==> src/rtl/sens_power_return_fmt.sv <==
// ----------------------------------------------------------------------------
// sens_power_return_fmt
//   Captures each converted power value into a per-channel slot and, on
//   request, streams one return frame of 16-bit words over valid/ready:
//   header {8'hA5, fresh mask}, NCH data words {fresh, 5'b0, value}, checksum.
//
// Ports
//   i_clk         clock, all logic on rising edge
//   i_rst_n       asynchronous active-low reset
//   i_pwr_dout    converted power value (10 bits)
//   i_calc_done   1-cycle pulse, i_pwr_dout/i_ch_sel valid this cycle
//   i_ch_sel      channel of current conversion (>= NCH is ignored)
//   i_frame_req   1-cycle pulse requesting a return frame
//   o_ret_data    frame word
//   o_ret_valid   o_ret_data valid
//   i_ret_ready   consumer accepts word when valid & ready
//   o_frame_busy  high from request acceptance until checksum accepted
//   o_ovr_err     1-cycle pulse: capture overwrote an unsent fresh value
//   o_req_drop    1-cycle pulse: request ignored because a frame is in flight
// ----------------------------------------------------------------------------
module sens_power_return_fmt #(
    parameter int NCH  = 4,
    parameter int CH_W = 3
) (
    input  logic            i_clk,
    input  logic            i_rst_n,
    input  logic [9:0]      i_pwr_dout,
    input  logic            i_calc_done,
    input  logic [CH_W-1:0] i_ch_sel,
    input  logic            i_frame_req,
    output logic [15:0]     o_ret_data,
    output logic            o_ret_valid,
    input  logic            i_ret_ready,
    output logic            o_frame_busy,
    output logic            o_ovr_err,
    output logic            o_req_drop
);

    localparam int IDX_W = (NCH > 1) ? $clog2(NCH) : 1;
    localparam logic [IDX_W-1:0] LastIdx = IDX_W'(NCH - 1);

    typedef enum logic [1:0] {StIdle, StHdr, StData, StSum} state_t;

    state_t           r_state;
    logic [9:0]       r_slot    [NCH];
    logic [9:0]       r_sh_slot [NCH];
    logic [NCH-1:0]   r_fresh;
    logic [NCH-1:0]   r_sh_fresh;
    logic [IDX_W-1:0] r_idx;
    logic [15:0]      r_sum;
    logic [15:0]      r_ret_data;
    logic             r_ret_valid;
    logic             r_busy;
    logic             r_ovr;
    logic             r_drop;

    logic             w_cap_ok;
    logic [IDX_W-1:0] w_cap_ch;
    logic [NCH-1:0]   w_fresh_set;
    logic [NCH-1:0]   w_fresh_clr;
    logic             w_req_ok;
    logic             w_accept;
    logic [IDX_W-1:0] w_idx_nxt;
    logic [7:0]       w_mask8;
    logic [15:0]      w_word_cur;
    logic [15:0]      w_word_nxt;

    always_comb begin
        w_cap_ok    = i_calc_done && (int'(i_ch_sel) < NCH);
        w_cap_ch    = i_ch_sel[IDX_W-1:0];
        w_fresh_set = w_cap_ok ? (NCH'(1) << w_cap_ch) : '0;
        w_req_ok    = i_frame_req && (r_state == StIdle);
        // A same-cycle capture re-sets its bit after the clear, so it stays fresh
        w_fresh_clr = w_req_ok ? '1 : '0;
        w_accept    = r_ret_valid && i_ret_ready;
        w_idx_nxt   = r_idx + 1'b1;
        w_mask8     = 8'(r_sh_fresh);
        w_word_cur  = {r_sh_fresh[r_idx], 5'b0, r_sh_slot[r_idx]};
        w_word_nxt  = {r_sh_fresh[w_idx_nxt], 5'b0, r_sh_slot[w_idx_nxt]};
    end

    always_ff @(posedge i_clk or negedge i_rst_n) begin
        if (!i_rst_n) begin
            r_state     <= StIdle;
            for (int i = 0; i < NCH; i++) begin
                r_slot[i]    <= '0;
                r_sh_slot[i] <= '0;
            end
            r_fresh     <= '0;
            r_sh_fresh  <= '0;
            r_idx       <= '0;
            r_sum       <= '0;
            r_ret_data  <= '0;
            r_ret_valid <= 1'b0;
            r_busy      <= 1'b0;
            r_ovr       <= 1'b0;
            r_drop      <= 1'b0;
        end else begin
            // Capture path runs regardless of frame state
            r_ovr   <= w_cap_ok && r_fresh[w_cap_ch];
            r_drop  <= i_frame_req && (r_state != StIdle);
            if (w_cap_ok) begin
                r_slot[w_cap_ch] <= i_pwr_dout;
            end
            r_fresh <= (r_fresh & ~w_fresh_clr) | w_fresh_set;

            unique case (r_state)
                StIdle: begin
                    if (i_frame_req) begin
                        // Nonblocking reads: snapshot sees pre-capture slot values
                        r_sh_slot  <= r_slot;
                        r_sh_fresh <= r_fresh;
                        r_sum      <= '0;
                        r_idx      <= '0;
                        r_busy     <= 1'b1;
                        r_state    <= StHdr;
                    end
                end
                StHdr: begin
                    if (!r_ret_valid) begin
                        r_ret_data  <= {8'hA5, w_mask8};
                        r_ret_valid <= 1'b1;
                    end else if (i_ret_ready) begin
                        r_sum      <= r_sum + r_ret_data;
                        r_ret_data <= w_word_cur;
                        r_state    <= StData;
                    end
                end
                StData: begin
                    if (w_accept) begin
                        r_sum <= r_sum + r_ret_data;
                        if (r_idx == LastIdx) begin
                            // Checksum includes the word being accepted now
                            r_ret_data <= r_sum + r_ret_data;
                            r_state    <= StSum;
                        end else begin
                            r_idx      <= w_idx_nxt;
                            r_ret_data <= w_word_nxt;
                        end
                    end
                end
                StSum: begin
                    if (w_accept) begin
                        r_ret_data  <= '0;
                        r_ret_valid <= 1'b0;
                        r_busy      <= 1'b0;
                        r_state     <= StIdle;
                    end
                end
                default: r_state <= StIdle;
            endcase
        end
    end

    assign o_ret_data   = r_ret_data;
    assign o_ret_valid  = r_ret_valid;
    assign o_frame_busy = r_busy;
    assign o_ovr_err    = r_ovr;
    assign o_req_drop   = r_drop;

endmodule

==> config.mk <==
export PLATFORM = sky130hd
export DESIGN_NAME = sens_power_return_fmt
export DESIGN_NICKNAME = d
export VERILOG_FILES = /design/src/rtl/sens_power_return_fmt.sv
export SDC_FILE = /design/constraint.sdc
export NUM_CORES = 1
export LEC_CHECK = 0
export ABC_AREA = 1
export BUFFER_PORTS_ARGS = -buffer_cell sky130_fd_sc_hd__buf_2
export CAP_MARGIN = 40
export CORE_AREA = 4 4 121 123
export DETAILED_ROUTE_END_ITERATION = 6
export DIE_AREA = 0 0 125 127
export GPL_TIMING_DRIVEN = 1
export PLACE_DENSITY = 0.66
export SLEW_MARGIN = 25
export SYNTH_ARGS = -nofsm -noshare
export SYNTH_HDL_FRONTEND = slang
export SYNTH_SLANG_ARGS = --single-unit
==> constraint.sdc <==
create_clock -name i_clk -period 2.45 [get_ports i_clk]
set_input_delay 0.6125 -clock i_clk [delete_from_list [all_inputs] [get_ports i_clk]]
set_output_delay 0.6125 -clock i_clk [all_outputs]
set_load 0.01 [all_outputs]
==> impl_metrics.tcl <==
set metrics [dict create \
    status "complete, no violations" \
    die_y_um 127 \
    num-fill-cells 1345 \
    pwr_density_cell_mw_per_mm2 1380 \
    drive_above_1_share 0.106 \
    ys_seq_area_frac 0.484 \
    viasPerCell 5.26 \
    slowest_stage "fa_1" \
    final_nets 925 \
    ys_ff_latch 128 \
    final_cell_count_no_fill 1075 \
    leakagePower_uw 0.00392 \
    synth_simple_gate_area_frac 0.254 \
    synthAdderAreaFrac 0.0427 \
    worst_slew_pin_slew_ps 753 \
    clk_path_buf_depth 2 \
    ys.flop_type "dfrtp_1" \
    arrival_ps 2330 \
    period_minus_slack_ps 2020 \
    synth_top_family_by_area "simple AND/OR/NAND/NOR gates" \
    antenna_found_initial 0 \
    syn_nets 888 \
    cts_inserted_buffers 17 \
    setup_tns_ps 0 \
    critPathCaptureType "flop" \
    path_common_cell "nand2_1" \
    postCtsSetupBuffers 0 \
    pin_count 38 \
    ir_worst_vdd_mv 0.553 \
    first_iter_violations 362 \
    internal_power_uw 6200 \
    seqPwrFrac 0.321 \
    comb_power_share 0.433 \
    dieArea_mm2 0.0159 \
    io_buffers 37 \
    gp_congestion 0.892 \
    syn_area_mm2 0.00662 \
    clkPwrFrac 0.246 \
    ant_nets 0 \
    netSwitchingFraction 0.408 \
    period_share 0.825 \
    power.switching_uw 4280 \
    muxShareOfSynthArea 0 \
    clk_pin_slew_ps 50 \
    crit_path_start_kind "flop" \
    cts_tree "done" \
    syn_area_per_cell_um2 7.81 \
    clock_latency_ps 410 \
    grt_use_met1 0.286 \
    initial_utilization 0.484 \
    cts.sinks 128 \
    core.rowCount 43 \
    gr-usage-met3 0.0443 \
    worst_hold_path_type "input pin to asynchronous set/reset pin" \
    hold_buffers 0 \
    wl_per_cell_um 14.7 \
    ys_warn_count 0 \
    async_reset_ff_frac 1.00 \
    setup_viol 0 \
    drv_cap 0 \
    path_cells "ha_1 > fa_1 > nand3_1 > nand2_1 > nand2_1 > nand2_1 > xor2_1 > nand2_1 > nand3b_1 > nand2_1 > inv_1" \
    whs_ps 164 \
    area_growth_pct 14.9 \
    finalPower_uw 10500 \
    path_class "flop to flop" \
    vias 5657 \
    placed_cells 1046 \
    grt_pass1_vias 5328 \
    die_w_um 125 \
    dr.pass1.iters 5 \
    overflow 0 \
    core_mm2 0.0137 \
    drcViolationCount 0 \
    grt.met2_usage 0.325 \
    root_buffer "clkbuf_16" \
    critical_path_required_ps 2760 \
    busiest_layer "met2" \
    h-tree-depth 4 \
    worst-path-max-fanout 4 \
    syn_inst 848 \
    synth_compound_area_frac 0.141 \
    rsz0062_at_grt "false" \
    antenna-diode-count 0 \
    synthXorXnorAreaFrac 0.00926 \
    synth_cell_types 38 \
    grt_use_total 0.208 \
    skew_ps 4.61 \
    drt-total-wl_mm 15.8 \
    grt_max_degree 57 \
    synth-edff-count 0 \
    grt_pass1_wl_mm 26.8 \
    finalHoldViolCount 0 \
    fmax_mhz 495 \
    slew_headroom 0.497 \
    postCtsResizedCells 0 \
    hpwl_mm 11.2 \
    cp_slowest_stage_delay_ps 430 \
    drv_slew 0 \
]
stage by stage:
stage	util	setup WS, ps	instance area [µm²]
finish	0.556	429	7600
CTS	0.556	421	7600
detailed placement	0.513	417	7010
floorplan	-	602	6620
global placement	0.513	497	7010
global route	0.556	255	7600
worst paths after layout:
kind	from	to	slack (ps)	cells after the start
setup / recovery	o_ret_data[0]	o_ret_data[6]	430	11
hold reg to reg	r_slot[4]	r_sh_slot[4]	470	2
setup reg to reg	o_ret_data[0]	o_ret_data[6]	430	11
hold / removal	i_rst_n	r_state[0]	160	1
max in group asynchronous	i_rst_n	o_ret_data[14]	1630	2
min in group i_clk	i_ch_sel[2]	o_ovr_err	360	2
state kept, by name, summed over array words and instances, names as in the netlist, 2 cells and up:
| signal | cells |
|---|---|
| o_ret_data | 16 |
| r_fresh | 4 |
| r_idx | 2 |
| r_sh_fresh | 4 |
| r_sh_slot | 40 |
| r_slot | 40 |
| r_state | 2 |
| r_sum | 16 |
kinds of logic (layout without fill, tap and decap cells):
group / after synthesis / after routing
adder cells (fa/ha/maj): 22 / 22
AND/OR/NAND/NOR: 408 / 408
buffers and inverters: 111 / 158
flip-flops: 128 / 128
AO/OA/AOI/OAI: 172 / 172
XOR/XNOR: 7 / 7
cells in the final DEF (no fill, tap or decap), types with 3 or more instances in the layout:
cell type,n
clkinv_2,3
o21ai_0,109
ha_1,21
nand3_1,57
nand4_1,3
a22oi_1,3
nor3_1,3
inv_2,5
o211ai_1,8
nor2_2,3
bufinv_16,4
o22ai_1,3
clkbuf_1,3
or2_2,4
a31oi_1,3
buf_2,36
buf_4,15
inv_1,69
xnor2_1,3
nor2_1,37
nand3b_1,5
a22o_1,3
dfrtp_1,128
clkbuf_16,17
a21oi_1,34
nand2_1,290
xor2_1,4
critical path: cells and delay by family (launching register included):
kind	cells	cell delay, ps
buffers and inverters	1	40
DFF	1	390
xor gates and xnor gates	1	180
and+or+nand+nor	7	620
adders and majority gates	2	690
synth_stat cells (4+ instances only):
master	n	area (µm²)
inv_2	5	18.8
a21oi_1	34	170
o211ai_1	8	60.1
dfrtp_1	128	3200
xor2_1	4	35.0
nand2_1	290	1090
nor2_1	37	139
ha_1	21	263
inv_1	69	259
clkbuf_1	19	71.3
o21ai_0	109	546
or2_2	4	25.0
buf_2	11	55.1
nand3_1	57	285
nand3b_1	5	37.5
metal layers:
metal / part of all wire / wire [µm]
met3: 0.047 / 748
met2: 0.46 / 7250
met4: 0.021 / 325
met5: 0 / 0
met1: 0.47 / 7470
power groups by stage:
stage               logic, µW  clock network, µW  registers, µW
finish                   4530               2580           3360
global route             5210               2730           3450
detailed placement       4500                  0           3390
floorplan                3380                  0           3280
CTS                      4540               2630           3360
global placement         4450                  0           3380
area by class of cell:
cell class	count	area [µm²]	share of cell area
sequential	128	3200	0.421
inverter	76	285	0.0375
multi-input combinational	609	2960	0.389
timing repair buffer	53	333	0.0438
tap	180	225	0.0296
clock buffer	22	464	0.0610
clock inverter	7	135	0.0178
Note: power is estimated with default switching activity, not from simulation.
